## src/rtl/apb_i2c_pkg.sv

```systemverilog
// Shared definitions for the APB-to-I2C bridge.
// Contents: register byte offsets, CTRL/STATUS bit positions and the
// transaction FSM state encoding used by apb_i2c_bridge.
package apb_i2c_pkg;

    // Register byte offsets
    localparam int REG_CTRL   = 0;
    localparam int REG_ID     = 1;
    localparam int REG_MADDR  = 2;
    localparam int REG_WDATA  = 3;
    localparam int REG_RDATA  = 4;
    localparam int REG_STATUS = 5;

    // CTRL bits
    localparam int CTRL_START = 0;
    localparam int CTRL_RW    = 1;
    localparam int CTRL_IE    = 2;

    // STATUS bits
    localparam int ST_BUSY = 0;
    localparam int ST_DONE = 1;
    localparam int ST_ERR  = 2;
    localparam int ST_TOUT = 3;

    typedef enum logic [1:0] {
        S_IDLE  = 2'd0,
        S_ISSUE = 2'd1,
        S_WAIT  = 2'd2,
        S_DONE  = 2'd3
    } state_t;

endpackage

```

## src/rtl/apb_i2c_timeout.sv

```systemverilog
// Transaction timeout counter.
// Ports:
//   clk, reset : clock and synchronous active-high reset
//   clear      : zero the counter (asserted the cycle before WAIT begins)
//   enable     : count this cycle (asserted while waiting for the master)
//   expired    : counter has reached TIMEOUT-1 while enabled
module apb_i2c_timeout #(
    parameter int TIMEOUT = 4096
) (
    input  logic clk,
    input  logic reset,
    input  logic clear,
    input  logic enable,
    output logic expired
);

    localparam int CW = (TIMEOUT > 2) ? $clog2(TIMEOUT) : 1;
    localparam logic [CW-1:0] LAST = CW'(TIMEOUT - 1);

    logic [CW-1:0] count;

    // Saturates at LAST so it can never wrap back to a fresh timeout.
    always_ff @(posedge clk) begin
        if (reset) begin
            count <= '0;
        end else if (clear) begin
            count <= '0;
        end else if (enable && (count != LAST)) begin
            count <= count + CW'(1);
        end
    end

    assign expired = enable && (count == LAST);

endmodule

```

## src/rtl/apb_i2c_bridge.sv

```systemverilog
// APB3 register front-end that launches single-byte I2C transactions.
// Ports:
//   clk, reset              : clock, synchronous active-high reset
//   psel/penable/pwrite/paddr/pwdata/prdata/pready/pslverr : APB3 slave
//   i2c_req/i2c_rw/i2c_id/i2c_addr/i2c_wdata : request to the I2C master
//   i2c_ack/i2c_rdata/i2c_err                : completion from the master
//   irq                     : level interrupt, DONE & IE
module apb_i2c_bridge
    import apb_i2c_pkg::*;
#(
    parameter int ADDR_W  = 8,
    parameter int DATA_W  = 8,
    parameter int TIMEOUT = 4096
) (
    input  logic              clk,
    input  logic              reset,
    input  logic              psel,
    input  logic              penable,
    input  logic              pwrite,
    input  logic [ADDR_W-1:0] paddr,
    input  logic [DATA_W-1:0] pwdata,
    output logic [DATA_W-1:0] prdata,
    output logic              pready,
    output logic              pslverr,
    output logic              i2c_req,
    output logic              i2c_rw,
    output logic [7:0]        i2c_id,
    output logic [7:0]        i2c_addr,
    output logic [DATA_W-1:0] i2c_wdata,
    input  logic              i2c_ack,
    input  logic [DATA_W-1:0] i2c_rdata,
    input  logic              i2c_err,
    output logic              irq
);

    state_t state, state_next;

    logic              ctrl_rw, ctrl_ie;
    logic [7:0]        id_reg, maddr_reg;
    logic [DATA_W-1:0] wdata_reg, rdata_reg;
    logic              busy, done, err, tout;

    logic access, bad, wr_ok, start_go, expired;
    logic sel_ctrl, sel_id, sel_maddr, sel_wdata, sel_rdata, sel_status, addr_bad;

    assign access     = psel & penable;
    assign sel_ctrl   = (paddr == ADDR_W'(REG_CTRL));
    assign sel_id     = (paddr == ADDR_W'(REG_ID));
    assign sel_maddr  = (paddr == ADDR_W'(REG_MADDR));
    assign sel_wdata  = (paddr == ADDR_W'(REG_WDATA));
    assign sel_rdata  = (paddr == ADDR_W'(REG_RDATA));
    assign sel_status = (paddr == ADDR_W'(REG_STATUS));
    assign addr_bad   = (paddr > ADDR_W'(REG_STATUS));

    // Configuration registers are frozen while a transaction is in flight;
    // STATUS stays writable so software can clear flags at any time.
    assign bad = addr_bad
               | (pwrite & sel_rdata)
               | (pwrite & busy & (sel_ctrl | sel_id | sel_maddr | sel_wdata));

    assign pslverr  = access & bad;
    assign pready   = 1'b1;
    assign wr_ok    = access & pwrite & ~bad;
    assign start_go = wr_ok & sel_ctrl & pwdata[CTRL_START];
    assign irq      = done & ctrl_ie;

    apb_i2c_timeout #(.TIMEOUT(TIMEOUT)) u_timeout (
        .clk     (clk),
        .reset   (reset),
        .clear   (state == S_ISSUE),
        .enable  (state == S_WAIT),
        .expired (expired)
    );

    always_ff @(posedge clk) begin
        if (reset) begin
            state <= S_IDLE;
        end else begin
            state <= state_next;
        end
    end

    always_comb begin
        state_next = state;
        case (state)
            S_IDLE:  if (start_go) state_next = S_ISSUE;
            S_ISSUE: state_next = S_WAIT;
            S_WAIT:  if (i2c_ack || expired) state_next = S_DONE;
            S_DONE:  state_next = S_IDLE;
            default: state_next = S_IDLE;
        endcase
    end

    always_comb begin
        i2c_req = 1'b0;
        case (state)
            S_ISSUE, S_WAIT: i2c_req = 1'b1;
            default:         i2c_req = 1'b0;
        endcase
    end

    // Register file. Hardware updates come after the APB write so that a
    // same-cycle hardware set of a STATUS flag overrides a software clear.
    always_ff @(posedge clk) begin
        if (reset) begin
            ctrl_rw   <= 1'b0;
            ctrl_ie   <= 1'b0;
            id_reg    <= '0;
            maddr_reg <= '0;
            wdata_reg <= '0;
            rdata_reg <= '0;
            busy      <= 1'b0;
            done      <= 1'b0;
            err       <= 1'b0;
            tout      <= 1'b0;
            i2c_rw    <= 1'b0;
            i2c_id    <= '0;
            i2c_addr  <= '0;
            i2c_wdata <= '0;
        end else begin
            if (wr_ok) begin
                if (sel_ctrl) begin
                    ctrl_rw <= pwdata[CTRL_RW];
                    ctrl_ie <= pwdata[CTRL_IE];
                end
                if (sel_id)    id_reg    <= pwdata[7:0];
                if (sel_maddr) maddr_reg <= pwdata[7:0];
                if (sel_wdata) wdata_reg <= pwdata;
                if (sel_status) begin
                    if (pwdata[ST_DONE]) done <= 1'b0;
                    if (pwdata[ST_ERR])  err  <= 1'b0;
                    if (pwdata[ST_TOUT]) tout <= 1'b0;
                end
            end
            if (start_go) begin
                i2c_id    <= id_reg;
                i2c_addr  <= maddr_reg;
                i2c_wdata <= wdata_reg;
                i2c_rw    <= pwdata[CTRL_RW];
                busy      <= 1'b1;
                done      <= 1'b0;
                err       <= 1'b0;
                tout      <= 1'b0;
            end
            // An ack in the expiry cycle takes priority over the timeout.
            if (state == S_WAIT) begin
                if (i2c_ack) begin
                    err  <= i2c_err;
                    tout <= 1'b0;
                    if (i2c_rw) rdata_reg <= i2c_rdata;
                end else if (expired) begin
                    err  <= 1'b1;
                    tout <= 1'b1;
                end
            end
            if (state == S_DONE) begin
                busy <= 1'b0;
                done <= 1'b1;
            end
        end
    end

    always_comb begin
        prdata = '0;
        if (access) begin
            if (sel_ctrl) begin
                prdata[CTRL_RW] = ctrl_rw;
                prdata[CTRL_IE] = ctrl_ie;
            end
            if (sel_id)    prdata = DATA_W'(id_reg);
            if (sel_maddr) prdata = DATA_W'(maddr_reg);
            if (sel_wdata) prdata = wdata_reg;
            if (sel_rdata) prdata = rdata_reg;
            if (sel_status) begin
                prdata[ST_BUSY] = busy;
                prdata[ST_DONE] = done;
                prdata[ST_ERR]  = err;
                prdata[ST_TOUT] = tout;
            end
        end
    end

endmodule
```

## config.mk

```make
export PLATFORM = sky130hd
export DESIGN_NAME = apb_i2c_bridge
export DESIGN_NICKNAME = d
export VERILOG_FILES = /design/src/rtl/apb_i2c_pkg.sv /design/src/rtl/apb_i2c_timeout.sv /design/src/rtl/apb_i2c_bridge.sv
export SDC_FILE = /design/constraint.sdc
export NUM_CORES = 1
export LEC_CHECK = 0
export CAP_MARGIN = 0
export CORE_UTILIZATION = 30
export DETAILED_ROUTE_END_ITERATION = 8
export PLACE_DENSITY_LB_ADDON = 0.05
export SLEW_MARGIN = 5
export SYNTH_ARGS = -nofsm -noshare
export SYNTH_HDL_FRONTEND = slang
export SYNTH_SLANG_ARGS = --single-unit
```

## constraint.sdc

```tcl
create_clock -name clk -period 1.6 [get_ports clk]
set_input_delay 0.16 -clock clk [delete_from_list [all_inputs] [get_ports clk]]
set_output_delay 0.16 -clock clk [all_outputs]
set_load 0.01 [all_outputs]
```

---- Word-level counts from Yosys, hierarchy flattened ----
Index checks and enable logic that the tools add are counted.
cells by class
  bitwise operators ....................... 16
  multiplexer cells ....................... 30
  equal/unequal tests ..................... 12
  order comparisons ....................... 1
  reduce and logical (&&, ||, !) cells .... 18
  $add $sub $neg .......................... 1
operators by type and width
  operator                                                              number
  8-bit two-way mux                                                     5
  1-bit two-way mux                                                     20
  8-bit by 2-bit == test with 1-bit output, second input constant       2
  8-bit by 3-bit == test with 1-bit output, second input constant       2
  12-bit by 1-bit adder with 12-bit output, second input constant       1
  12-bit == test, second input constant                                 1
  12-bit inequality test, second input constant                         1
  1-bit AND                                                             10
  2-bit AND reduction                                                   5
  3-bit nonzero test                                                    3
  8-bit by 1-bit == test with 1-bit output, second input constant       1
  8-bit by 3-bit > comparator with 1-bit output, second input constant  1
  8-bit zero test                                                       1
  2-bit case mux with 4 select lines                                    1
  2-bit two-way mux                                                     3
  3-bit AND reduction                                                   2
  2-bit OR reduction                                                    3
  1-bit OR                                                              5
  2-bit == test, second input constant                                  2
  4-bit two-way mux                                                     1
  2-bit inequality test, second input constant                          2
  2-bit by 1-bit == test with 1-bit output, second input constant       1
  1-bit logical AND                                                     2
  2-bit zero test                                                       1
  2 further kinds                                                       2
storage, ports and cells
  register bits after elaboration ......... 77
  logic and storage cells ................. 94

---- Logic depth before layout (Yosys ltp) ----
Gate-level depths: netlist of the first run.
  word-level depth ........................ 14
  depth in mapped cells ................... 7
  depth with buffers taken out ............ 6

---- By module ----
A second synthesis of the first run with hierarchy kept.
second synthesis, totals
  cells, all modules ...................... 422
  area, all modules ....................... 3657.3 um2
by module, submodules not included
  module           area an instance (um2)  cells each  instances  sequential area each (um2)
  apb_i2c_bridge   3020.4                  351         1          1301.2
  apb_i2c_timeout  636.9                   71          1          240.2

---- Worst setup path before layout of the first run ----
OpenSTA, ideal clock, no wires.
  path kind ............................... register to register
  from .................................... reg state[0]
  to ...................................... reg u_timeout.count[11]
  required time ........................... 1.479 ns
  slack ................................... -0.106 ns
  arrival time ............................ 1.585 ns
  buffers on the path ..................... 1
  stages on the path, launching flop included .. 8
  period minus slack after synthesis ...... 1.706 ns
  setup time .............................. 0.121 ns
  path through ............................ dfxtp_1 inv_1 ha_1 buf_4 nand4_4 a2111oi_4 nand3_1 mux2_2
between the ends
  longest elaborated chain between the ends .. 2
ends and longest elaborated chain
  what                                                                       RTL line                                    text
  start: declaration                                                         apb_i2c_bridge.sv:36                        state_t state, state_next;
  start signal: assignment                                                   apb_i2c_bridge.sv:79                        state <= state_next;
  2-bit by 1-bit == test with 1-bit output or 2-bit == test (tied branches)  apb_i2c_bridge.sv:70, apb_i2c_bridge.sv:71
  2-bit OR reduction (no source line) or 1-bit logical AND (tied branches)   -
  end signal: assignment                                                     apb_i2c_timeout.sv:29                       count <= count + CW'(1);
  end: declaration                                                           apb_i2c_timeout.sv:20                       logic [CW-1:0] count;
Parallel ways exist; a longest one is shown, timed or not.
A chain may end at the register's enable or synchronous reset.

---- Worst setup path in the final report of the first run ----
  from .................................... reg wdata_reg[1]
  to ...................................... out prdata[1]
between the ends
  longest elaborated chain between the ends .. 4
ends and longest elaborated chain
  what                      RTL line               text
  start: declaration        apb_i2c_bridge.sv:40   logic [DATA_W-1:0] wdata_reg, rdata_reg;
  start signal: assignment  apb_i2c_bridge.sv:128  if (sel_wdata) wdata_reg <= pwdata;
  8-bit two-way mux         apb_i2c_bridge.sv:172  if (sel_wdata) prdata = wdata_reg;
  8-bit two-way mux         apb_i2c_bridge.sv:173  if (sel_rdata) prdata = rdata_reg;
  4-bit two-way mux         apb_i2c_bridge.sv:174  if (sel_status) begin
  8-bit two-way mux         apb_i2c_bridge.sv:165  if (access) begin
  end: declaration          apb_i2c_bridge.sv:22   output logic [DATA_W-1:0] prdata,
Every way passes these cells.

==> metrics.txt, run 1 <==
post-route setup slack -83.95 ps; Power, Total roughly 4700 uW; Final Util 0.4664; Pwr per Cell Area ~830 mW/mm2; period utilization 1.052; CTS root buf clkbuf_16; Synth Net Count between 400 and 500; Pins Over Slew Limit 0; Clock power frac 0.527; Remaining DRCs 0; max_slew headroom 0.5207; EDFF count, synth 0; final hold vios 0; Die Ht about 110 um; Syn Inst Count 418; pin count of the biggest net entering global routing 39; Final min period roughly 1700 ps; Sw Share 0.2040; register area share after synthesis 0.4205; nets just under 600; routability congestion estimate roughly 0.78; area share of the largest cell type after synthesis 0.4205; CTS tree done; I/O pin total between 60 and 70; initial antenna violation count 0; CTS buffer count 9; Worst Hold Class in -> reg; failing checks negative setup slack; Async S/R FF share, synth 0; Yosys reg bits 77; Die Span X ~110 um; Final Setup Violations 8; Worst Max-Slew Pin Slew 718.2 ps; Startpoint Class flip-flop; 1st-pass router iterations 4; Vias between 3,000 and 4,000; drt total wl 11,120 um; leakage power approximately 0.0022 uW; CP Class reg -> out; core area about 0.012 mm2; RSZ-0062 raised after global routing true; Synth cell types between 50 and 60; DR vias/cell just under 5; Sink Count just under 80; Rows 40; status finished with violations; Comb pwr share 0.061; Max Cap Viol 0; Die ar. ~0.013 mm2; Avg Synthesized Cell Area 8.770 um2; CP Data Arrival Time between 1500 and 2000 ps; dpl ws -835.8 ps; switching power total about 950 uW; GRT Residual Overflow 0; Worst setup EP type output port; post-route antenna net violation count 0; HPWL after DPL about 8100 um; Area contributors post-synth dfxtp_1 42%, nand2_1 8.8%, mux2i_1 7.6%; first-pass GRT wire length ~18,000 um; vias in the first global route ~3,400; clk_skew between 5 and 6 ps; Post-CTS Hold Fix Bufs 0; Flop pwr share 0.412; Post-DP Area 0.004999 mm2; Starting Density 0.3065; H-tree Lvls 3; area grow syn2layout 52.18%; CTS clock-pin slew for the worst setup and hold paths roughly 60 ps; n_diodes 0; max reg flops 12; clk buf depth 2; Port Buf Inserts 66; WP data required approximately 1400 ps; Clock Latency Late Sink 340 ps; Setup TNS Final -294.9 ps; area of the mapped netlist 0.003666 mm2; VDD IR-drop max ~540 uV; fmax roughly 600 MHz; Top FF cell, synth dfxtp_1; Top reg by flops u_timeout.count; design area around 0.0056 mm2; per-cell routed wire length around 16 um; layout cell share with drive strength beyond 1 0.3291; critical path fanouts, max 2; Iter 0 DRT Violations 109; Int Power between 3000 and 4000 uW; yosys warns 0; dominant cell type by area after synthesis dfxtp_1; GRT Util Overall 0.1831
cells in the mapped netlist, types with 2 or more instances:
cell type  number
a22o_1          5
mux2i_1        28
buf_4           4
a22oi_1         5
xnor2_1         4
nor4_4          2
o31ai_1         2
o211a_1         2
or3_1           3
buf_2           7
nand3_1        19
and4_1          3
or4_1           2
dfxtp_1        77
clkbuf_1       13
and3_1          5
nand2_1        86
mux2_2          8
nor3_1          3
o21ai_0         4
a21oi_1        43
nand4_1         4
nand3b_1        3
a211oi_1        2
o21a_1          2
o22ai_1         2
and2_1          3
ha_1            6
nor2_1         28
nand4_4         2
inv_1           9
mux4_2          2
nand2b_1        7
nor2b_1         4
worst max-delay path, cell delays in order, from the launching register on:
cell,delay (ps)
dfxtp_2,330
mux4_2,490
a22oi_2,180
nor2_2,50
buf_2,130
cells by family (layout without fill, tap and decap cells):
logic type	Yosys count	in the layout	share of synthesized area
buffers and inverters	34	172	0.04334
adder cells (fa/ha/maj)	6	6	0.02048
XOR/XNOR	5	5	0.01194
AND/OR/NAND/NOR	180	180	0.2464
multiplexers	38	38	0.1133
flip-flops	77	77	0.4205
AO/OA/AOI/OAI	77	77	0.1430
other	1	1	0.001023
power groups by stage:
stage | combinational, uW | sequential, uW | clock (uW)
5_1_grt | 303 | 1920 | 2580
3_5_place_dp | 270 | 1960 | 0
4_1_cts | 278 | 1920 | 2520
3_3_place_gp | 268 | 1960 | 0
6_report | 283 | 1920 | 2450
2_1_floorplan | 102 | 1960 | 0
layer usage:
layer / global-route usage / up-vias / wire length [um]
li1: - / 1736 / -
met1: 0.2320 / 1629 / 5285
met2: 0.3041 / 52 / 5351
met3: 0.04968 / 13 / 342
met4: 0.05244 / 0 / 140
met5: 0 / - / 0
through the flow:
| stage | std cells | hold WS (ps) |
|---|---|---|
| 3_5_place_dp | 685 | 446.2 |
| 2_1_floorplan | 418 | 300.5 |
| 3_3_place_gp | 685 | 443.2 |
| 4_1_cts | 701 | 154.9 |
| 6_report | 703 | 163.8 |
| 5_1_grt | 703 | 166.0 |
layout by cell type (no fill, tap or decap), types with 4 or more instances in the layout:
cell / Yosys / routed
inv_1: 9 / 7
buf_2: 7 / 10
nand2b_1: 7 / 7
buf_4: 4 / 69
a22oi_2: 0 / 4
nand4_1: 4 / 4
dlygate4sd2_1: 0 / 4
nor2_2: 0 / 7
mux2i_1: 28 / 26
nand2_1: 86 / 85
mux2_2: 8 / 8
o21ai_0: 4 / 4
nand3_1: 19 / 16
clkdlybuf4s50_1: 0 / 45
nor2b_1: 4 / 4
a21oi_2: 0 / 4
a22o_1: 5 / 5
clkbuf_16: 0 / 9
dfxtp_1: 77 / 66
dfxtp_2: 0 / 11
nor2_1: 28 / 20
a21oi_1: 43 / 39
buf_6: 1 / 12
final cells by class:
type,instances,area [um2]
clock buffer,13,270.3
clock inverter,3,90.09
fill,1214,6382
inverter,9,33.78
multi-input combinational,307,2172
sequential,77,1555
tap,147,183.9
timing repair buffer,147,1274
final timing paths:
kind                                         start                   to  slack, ps  cells after the start
worst max-delay path                  wdata_reg[1]            prdata[1]        -80                      4
worst min register to register           i2c_id[7]            i2c_id[7]        450                      2
worst max register to register  u_timeout.count[1]  u_timeout.count[11]        -20                      6
worst min-delay path                         reset         rdata_reg[0]        160                      2
what timing repair did:
action	CTS	global route
setup endpoints to repair	74	34
gates resized for setup	97	36
pin swaps	9	16
setup buffers	0	3
No activity file was read; power rests on OpenSTA's default activity.
==> run 2, diff against run 1 <==
--- a/config.mk
+++ b/config.mk
@@ -9,6 +9,7 @@
 export CORE_UTILIZATION = 30
 export DETAILED_ROUTE_END_ITERATION = 8
 export PLACE_DENSITY_LB_ADDON = 0.05
+export SKIP_LAST_GASP = 1
 export SLEW_MARGIN = 5
 export SYNTH_ARGS = -nofsm -noshare
 export SYNTH_HDL_FRONTEND = slang
==> metrics.txt, run 2 (synthesis results as in run 1) <==
Worst Max-Slew Pin Slew approximately 700 ps; Vias around 3,400; Startpoint Class flip-flop; critical path fanouts, max 2; Worst setup EP type output port; period utilization 1.056; Final min period between 1500 and 2000 ps; CP Data Arrival Time 1530 ps; Remaining DRCs 0; CTS root buf clkbuf_16; GRT Util Overall 0.1827; Pins Over Slew Limit 0; clk buf depth 2; HPWL after DPL between 8000 and 9000 um; Top reg by flops u_timeout.count; Cells after DPL a little under 700; I/O pin total slightly below 70; Die Span X around 110 um; CP Class reg -> out; H-tree Lvls 3; Iter 0 DRT Violations roughly 140; Post-CTS Hold Fix Bufs 0; n_diodes 0; Rows 40; first-pass GRT wire length 17,660 um; clk_skew roughly 8.3 ps; CTS tree done; RSZ-0062 raised after global routing true; per-cell routed wire length between 15 and 20 um; 1st-pass router iterations 4; max_slew headroom 0.5226; Pwr per Cell Area between 800 and 900 mW/mm2; CTS buffer count 9; Starting Density 0.3065; post-route antenna net violation count 0; Worst Hold Class in -> reg; Layout Cells excl Fill 703; GRT Residual Overflow 0; routability congestion estimate between 0.7 and 0.8; most common cell after layout, fill and taps aside nand2_1; vias in the first global route between 3,000 and 4,000; Final Setup Violations 8; max reg flops 12; layout cell share with drive strength beyond 1 0.3165; CTS clock-pin slew for the worst setup and hold paths approximately 60 ps; post-route setup slack -89.57 ps; pin count of the biggest net entering global routing 39; failing checks negative setup slack; fmax a little under 600 MHz; Die Ht 112.5 um; status finished with violations; Sink Count 77; initial antenna violation count 0; Die ar. roughly 0.013 mm2; DR vias/cell about 4.8; leakage power 0.002199 uW; area grow syn2layout 51.16%; most frequent cells in the layout 85 x nand2_1, 70 x dfxtp_1, 70 x buf_4; Power, Total 4651 uW; core area 0.01196 mm2; nets 588; Clock Latency Late Sink ~350 ps; Fill cells 1,218; WP data required 1440 ps; drt total wl between 10,000 and 15,000 um; final hold vios 0; Port Buf Inserts 66; Max Cap Viol 0; VDD IR-drop max roughly 540 uV
run 2: path summary, 6_finish.rpt:
path	from	cells past startpoint	slack, ps	to
worst max-delay path	wdata_reg[1]	4	-90	prdata[1]
worst min-delay path	reset	2	160	rdata_reg[0]
worst max register to register	u_timeout.count[1]	6	-20	state[1]
worst min register to register	i2c_id[7]	2	450	i2c_id[7]
run 2: area by class of cell:
type / instances / area (um2) / share of cell area
clock inverters: 3 / 90.09 / 0.01626
inverters: 9 / 33.78 / 0.006096
repair buffers: 147 / 1270 / 0.2292
flip-flops and latches: 77 / 1550 / 0.2797
clock buffers: 13 / 270.3 / 0.04877
multi-input cells: 307 / 2143 / 0.3868
well taps: 147 / 183.9 / 0.03319
run 2: repair_timing:
item                       CTS  global route
cloned                       0             0
pin swaps                    9            15
setup endpoints to repair   74            36
setup buffers                0             3
gates resized for setup     92            30
run 2: where the power goes:
part	switching (uW)	internal [uW]	leakage, uW
Sequential	0.596	1920	0.000623
Clock	801	1650	0.000176
Combinational	145	134	0.00140
run 2: critical path, cell delays in order (launching register included):
cell and delay, ps:
dfxtp_2 330, mux4_2 500, a22oi_2 190, nor2_2 50, buf_2 130
run 2: metal layers:
metal | vias up | part of all wire | global-route usage
li1 | 1736 | - | -
met1 | 1613 | 0.48 | 0.2313
met2 | 47 | 0.48 | 0.3037
met3 | 12 | 0.031 | 0.04968
met4 | 0 | 0.011 | 0.05244
met5 | - | 0 | 0
run 2: through the flow:
stage | util | hold slack (ps) | setup TNS, ps | worst slack [ps] | instance area, um2
finish | 0.4633 | 163.5 | -303.7 | -89.57 | 5542
global route | 0.4633 | 166.0 | -973.6 | -139.1 | 5542
CTS | 0.4553 | 154.9 | -446.0 | -115.7 | 5446
detailed placement | 0.4179 | 446.2 | -36000 | -835.8 | 4999
global placement | 0.4179 | 443.2 | -35760 | -796.9 | 4999
floorplan | - | 300.5 | 0 | 20.84 | 3666
